### src/rtl/spi_reg_bank_burst.sv
// SPI slave register bank: one command byte then an unbounded burst of data words
// with region-wrapping address auto-increment, all four CPOL/CPHA modes.
module spi_reg_bank_burst #(
  parameter int unsigned          NUM_CFG    = 8,
  parameter int unsigned          NUM_STATUS = 8,
  parameter int unsigned          REG_WIDTH  = 8,
  parameter logic [REG_WIDTH-1:0] CFG_RESET  = '0
) (
  input  logic                            clk,
  input  logic                            rstb,
  input  logic                            ena,
  input  logic [1:0]                      mode,
  input  logic                            spi_cs_n,
  input  logic                            spi_clk,
  input  logic                            spi_mosi,
  output logic                            spi_miso,
  output logic [NUM_CFG*REG_WIDTH-1:0]    rw_regs,
  input  logic [NUM_STATUS*REG_WIDTH-1:0] ro_regs,
  output logic                            wr_strobe,
  output logic [6:0]                      wr_addr
);

  localparam int unsigned RX_W   = (REG_WIDTH > 8) ? REG_WIDTH : 8;
  localparam int unsigned CNT_W  = $clog2(RX_W);
  localparam int unsigned BANK_W = NUM_CFG * REG_WIDTH;
  localparam logic [7:0]  CFG_END = 8'(NUM_CFG);
  localparam logic [7:0]  RO_END  = 8'(NUM_CFG + NUM_STATUS);
  localparam logic [CNT_W-1:0] CMD_LAST  = CNT_W'(7);
  localparam logic [CNT_W-1:0] WORD_LAST = CNT_W'(REG_WIDTH - 1);

  typedef enum logic [1:0] {ST_IDLE, ST_CMD, ST_DATA} state_e;

  state_e                 state_q, state_d;
  logic [CNT_W-1:0]       cnt_q, cnt_d;
  logic [RX_W-1:0]        rx_q, rx_d;
  logic [REG_WIDTH-1:0]   tx_q, tx_d;
  logic [6:0]             addr_q, addr_d;
  logic                   write_q, write_d;
  logic                   cpol_q, cpol_d;
  logic                   cpha_q, cpha_d;
  logic                   abort_q, abort_d;
  logic                   sclk_q, sclk_d;
  logic                   miso_q, miso_d;
  logic [BANK_W-1:0]      rw_q, rw_d;
  logic                   strobe_q, strobe_d;
  logic [6:0]             wr_addr_q, wr_addr_d;

  logic                   lead, trail, sample, shift;
  logic [RX_W-1:0]        rx_next;
  logic [6:0]             load_addr;
  logic [REG_WIDTH-1:0]   load_word;

  function automatic logic in_rw(input logic [6:0] a);
    return {1'b0, a} < CFG_END;
  endfunction

  function automatic logic in_ro(input logic [6:0] a);
    return ({1'b0, a} >= CFG_END) && ({1'b0, a} < RO_END);
  endfunction

  // Increment wraps inside the start region; invalid addresses stay put.
  function automatic logic [6:0] next_addr(input logic [6:0] a);
    logic [6:0] n;
    n = a;
    if (in_rw(a))      n = ({1'b0, a} == CFG_END - 8'd1) ? 7'd0 : a + 7'd1;
    else if (in_ro(a)) n = ({1'b0, a} == RO_END - 8'd1) ? CFG_END[6:0] : a + 7'd1;
    return n;
  endfunction

  always_comb begin
    state_d   = state_q;
    cnt_d     = cnt_q;
    rx_d      = rx_q;
    tx_d      = tx_q;
    addr_d    = addr_q;
    write_d   = write_q;
    cpol_d    = cpol_q;
    cpha_d    = cpha_q;
    abort_d   = abort_q;
    sclk_d    = spi_clk;
    miso_d    = miso_q;
    rw_d      = rw_q;
    strobe_d  = 1'b0;
    wr_addr_d = wr_addr_q;

    lead    = (sclk_q != spi_clk) && (spi_clk != cpol_q);
    trail   = (sclk_q != spi_clk) && (spi_clk == cpol_q);
    sample  = cpha_q ? trail : lead;
    // cpha=0 keeps the freshly loaded MSB through the first trailing edge of a word
    shift   = cpha_q ? lead : (trail && (cnt_q != '0));
    rx_next = {rx_q[RX_W-2:0], spi_mosi};

    load_addr = (state_q == ST_CMD) ? rx_next[6:0] : next_addr(addr_q);
    load_word = '0;
    for (int k = 0; k < NUM_CFG; k++)
      if ({1'b0, load_addr} == 8'(k)) load_word = rw_q[k*REG_WIDTH +: REG_WIDTH];
    for (int k = 0; k < NUM_STATUS; k++)
      if ({1'b0, load_addr} == 8'(NUM_CFG + k)) load_word = ro_regs[k*REG_WIDTH +: REG_WIDTH];

    if (spi_cs_n) begin
      state_d = ST_IDLE;
      cnt_d   = '0;
      miso_d  = 1'b0;
      abort_d = 1'b0;
    end else begin
      unique case (state_q)
        ST_IDLE: begin
          if (!abort_q) begin
            state_d = ST_CMD;
            cnt_d   = '0;
            cpol_d  = mode[1];
            cpha_d  = mode[0];
          end
        end
        ST_CMD: begin
          if (sample) begin
            rx_d  = rx_next;
            cnt_d = cnt_q + CNT_W'(1);
            if (cnt_q == CMD_LAST) begin
              state_d = ST_DATA;
              cnt_d   = '0;
              write_d = rx_next[7];
              addr_d  = rx_next[6:0];
              if (!rx_next[7]) begin
                tx_d = load_word;
                if (!cpha_q) begin
                  miso_d = load_word[REG_WIDTH-1];
                  tx_d   = load_word << 1;
                end
              end
            end
          end
        end
        ST_DATA: begin
          if (shift && !write_q) begin
            miso_d = tx_q[REG_WIDTH-1];
            tx_d   = tx_q << 1;
          end
          if (sample) begin
            rx_d  = rx_next;
            cnt_d = cnt_q + CNT_W'(1);
            if (cnt_q == WORD_LAST) begin
              cnt_d  = '0;
              addr_d = next_addr(addr_q);
              if (write_q && in_rw(addr_q)) begin
                for (int k = 0; k < NUM_CFG; k++)
                  if ({1'b0, addr_q} == 8'(k)) rw_d[k*REG_WIDTH +: REG_WIDTH] = rx_next[REG_WIDTH-1:0];
                strobe_d  = 1'b1;
                wr_addr_d = addr_q;
              end
              if (!write_q) begin
                tx_d = load_word;
                if (!cpha_q) begin
                  miso_d = load_word[REG_WIDTH-1];
                  tx_d   = load_word << 1;
                end
              end
            end
          end
        end
        default: state_d = ST_IDLE;
      endcase
    end
  end

  // Reset leaves abort set so a frame interrupted by reset is ignored until CS rises.
  always_ff @(posedge clk) begin
    if (!rstb) begin
      state_q   <= ST_IDLE;
      cnt_q     <= '0;
      rx_q      <= '0;
      tx_q      <= '0;
      addr_q    <= '0;
      write_q   <= 1'b0;
      cpol_q    <= 1'b0;
      cpha_q    <= 1'b0;
      abort_q   <= 1'b1;
      sclk_q    <= 1'b0;
      miso_q    <= 1'b0;
      rw_q      <= {NUM_CFG{CFG_RESET}};
      strobe_q  <= 1'b0;
      wr_addr_q <= '0;
    end else if (ena) begin
      state_q   <= state_d;
      cnt_q     <= cnt_d;
      rx_q      <= rx_d;
      tx_q      <= tx_d;
      addr_q    <= addr_d;
      write_q   <= write_d;
      cpol_q    <= cpol_d;
      cpha_q    <= cpha_d;
      abort_q   <= abort_d;
      sclk_q    <= sclk_d;
      miso_q    <= miso_d;
      rw_q      <= rw_d;
      strobe_q  <= strobe_d;
      wr_addr_q <= wr_addr_d;
    end
  end

  assign spi_miso  = miso_q;
  assign rw_regs   = rw_q;
  assign wr_strobe = strobe_q;
  assign wr_addr   = wr_addr_q;

endmodule
### config.mk
export PLATFORM = sky130hd
export DESIGN_NAME = spi_reg_bank_burst
export DESIGN_NICKNAME = d
export VERILOG_FILES = /design/src/rtl/spi_reg_bank_burst.sv
export SDC_FILE = /design/constraint.sdc
export NUM_CORES = 1
export LEC_CHECK = 0
export ABC_AREA = 1
export CAP_MARGIN = 10
export CORE_MARGIN = 8
export CORE_UTILIZATION = 50
export DETAILED_ROUTE_END_ITERATION = 6
export PLACE_DENSITY = 0.82
export SLEW_MARGIN = 25
export SYNTH_ARGS = -nofsm -noshare
export SYNTH_HDL_FRONTEND = slang
export SYNTH_SLANG_ARGS = --single-unit
### constraint.sdc
create_clock -name clk -period 5.85 [get_ports clk]
set_input_delay 1.17 -clock clk [delete_from_list [all_inputs] [get_ports clk]]
set_output_delay 1.17 -clock clk [all_outputs]
set_load 0.02 [all_outputs]
==> reports/metrics.cfg <==
[outcome]
status=finished clean

[critical_path]
cpPeakStageDelay_ps=680
crit_slowest_cell=nor3_2
crit_family=simple AND/OR/NAND/NOR gates
r2r_cells=17
end_kind=flop
cp_cell_sequence=clkdlybuf4s50_1 > xnor2_1 > or2_1 > o21ai_4 > inv_2 > nor2_4 > inv_2 > nor4_4 > inv_2 > nor3_2 > o21ai_0 > a21oi_1
crit_arrival_ps=4180
crit_top_cell=inv_2
setup.worst_path.class=in -> reg
required_ps=6180
worstReg2RegEnd=tx_q[1]
r2r-start=state_q[1]
ff2ff_setup_slack_ps=2030
startpoint_type=input port
cp_max_fo=16
timing.critical_path.buf_inv=4

[placement]
io_buffers=144
gp_congestion=0.957
placed_cells=1081
hpwl_um=14400

[die]
start_util_pct=51.4
dieArea_um2=14800
dieWidth_um=122
fp-row-count=38
ios=145
core_area_um2=10800
chipHeight_um=122

[timing]
clock_skew_ps=18.3
slew_viol_final=0
tns_ps=0
post-route-min-period_ps=3850
setup_viol=0
rsz0062_at_grt=false
min_period_over_period_pct=65.8
hold_violations=0
max-slew-margin-rel_pct=34.9
worst_slew_pin_slew_ps=973
fmax_ghz=0.260

[detailed_routing]
drt-total-wl_um=18900
via_per_inst=5.65
wire_per_inst_um=17.2
dr.pass1.iters=7
ant_nets=0
drc_errors=0
drt_iter0_markers=789
routed-via-count=6201

[global_routing]
antenna_found_initial=0
grt.total_usage_pct=24.9
grt_pass1_wl_um=29500
grt_start_max_net_pins=84
first_global_vias=5753
gr-total-overflow=0

[worst_hold_path]
min_path_type=reg -> reg
min_from=wr_addr[4]
holdPathStages=2
worstHoldEndpoint=wr_addr[4]

[yosys]
synth_area_leaders=dfxtp_1, nand2_1, a21oi_1, o21ai_0, inv_1
async_flop_share_pct=0
synth_nets=903
synth-seq-cells=105
synth_seq_area_share_pct=37.7
syn_area_um2=5570
avgSynthCellArea_um2=6.80
yosys.area.top_type=dfxtp_1
ys.flop_type=dfxtp_1
synth_edf_count=0
synthCells=820
netlist.area_leader.share_pct=37.7
synth_cell_types=38
yosys_warnings=0

[finish]
fin_nets=1035
layout_common_cells=nand2_1, clkdlybuf4s50_1, a21oi_1
antenna_cells=0
layout_commonest_cell=nand2_1
drive_above_1_share_pct=3.97
syn2layout_area_growth_pct=30.5
fillers=1001
stdcell_count=1097

[clock_tree]
clock_path_buffers=2
postCtsSetupRepairBufs=0
hold_buffers=0
clkSlewWorstSetupHoldPaths_ps=120
clk_latency_ps=400
cts_inserted_buffers=9
clkSinkCount=105
cts_tree=yes
cts_root_buf=clkbuf_8
cts_max_level=3
post_cts_resized=0

[power_and_ir_drop]
powerDensity_nw_per_um2=210
power_leakage_nw=2.84
irDropWorstVdd_mv=0.197

[run]
cap_violations=0

==> cells by family after synthesis <==
family	after synthesis	share of synthesized area (%)
AO/OA/AOI/OAI	227	22.0
XOR/XNOR	2	0.314
adder cells (fa/ha/maj)	11	2.47
buffers and inverters	121	8.96
flip-flops	105	37.7
AND/OR/NAND/NOR	354	28.5
==> routing by layer <==
layer	track usage (%)	share of wire, %	vias to the layer above
li1	-	-	3026
met1	29.5	40	2854
met2	43.0	49	282
met3	6.02	8.2	39
met4	9.02	2.4	0
met5	0	0	-
==> how the worst max path moves through the flow <==
stage	startpoint	slack, ps	end	cells past startpoint
floorplan	spi_clk	2800	rw_regs[39]	13
global placement	spi_clk	1670	rw_regs[13]	12
detailed placement	spi_clk	1610	rw_regs[13]	12
CTS	spi_clk	2030	rw_regs[13]	12
global route	state_q[1]	1680	tx_q[5]	17
finish	spi_clk	2000	rw_regs[13]	12
==> where the power goes <==
group	internal, mW	switching, mW
clock	0.177	0.299
sequential	0.727	0.00919
combinational	0.114	0.201
==> registers in the layout, summed over array words and instances, names as in the netlist <==
signal     flops
write_q        1
state_q        2
cpha_q         1
addr_q         7
wr_addr        7
wr_strobe      1
spi_miso       1
cpol_q         1
abort_q        1
sclk_q         1
tx_q           8
cnt_q          3
rx_q           7
rw_regs       64
==> stage by stage <==
step / hold slack, ps / instance area, um^2 / utilization (%) / power, mW / worst slack [ps]
2_1_floorplan: 439 / 5570 / - / 0.950 / 2800
3_3_place_gp: 442 / 7060 / 65.1 / 1.06 / 1670
3_5_place_dp: 447 / 7060 / 65.1 / 1.06 / 1610
4_1_cts: 465 / 7270 / 67.1 / 1.53 / 2030
5_1_grt: 475 / 7270 / 67.1 / 1.60 / 1680
6_report: 465 / 7270 / 67.1 / 1.53 / 2000
==> area by class of cell <==
class | instances | area [um^2] | area share [%]
multi-input cells | 594 | 2970 | 40.9
well taps | 140 | 175 | 2.41
repair buffers | 146 | 1450 | 20.0
clock inverters | 7 | 88.8 | 1.22
clock buffers | 9 | 124 | 1.70
flip-flops and latches | 105 | 2100 | 28.9
inverters | 96 | 360 | 4.95
==> worst register-to-register path, stage by stage (launching register included) <==
cell and delay, ps:
dfxtp_1 330, inv_1 110, ha_1 490, clkinv_1 420
nand3_1 190, nand2_1 110, nor2_1 220, inv_1 130
nor2_1 710, nand2_1 130, nand2_1 120, nand4_1 80
nor2_1 160, nand4_1 140, nand2_1 100, nand3_1 70
nand3_1 90, a21oi_1 60
==> cell usage after synthesis, types with 6 or more instances <==
| cell | number |
|---|---|
| a21oi_1 | 111 |
| nor2_1 | 77 |
| dfxtp_1 | 105 |
| clkbuf_1 | 14 |
| o21ai_1 | 9 |
| nand2_1 | 179 |
| inv_1 | 81 |
| o21ai_0 | 75 |
| clkinv_1 | 11 |
| buf_2 | 6 |
| a211oi_1 | 20 |
| nand3_1 | 44 |
| ha_1 | 11 |
| nand4_1 | 30 |
Power figures use the tool's default switching activity.
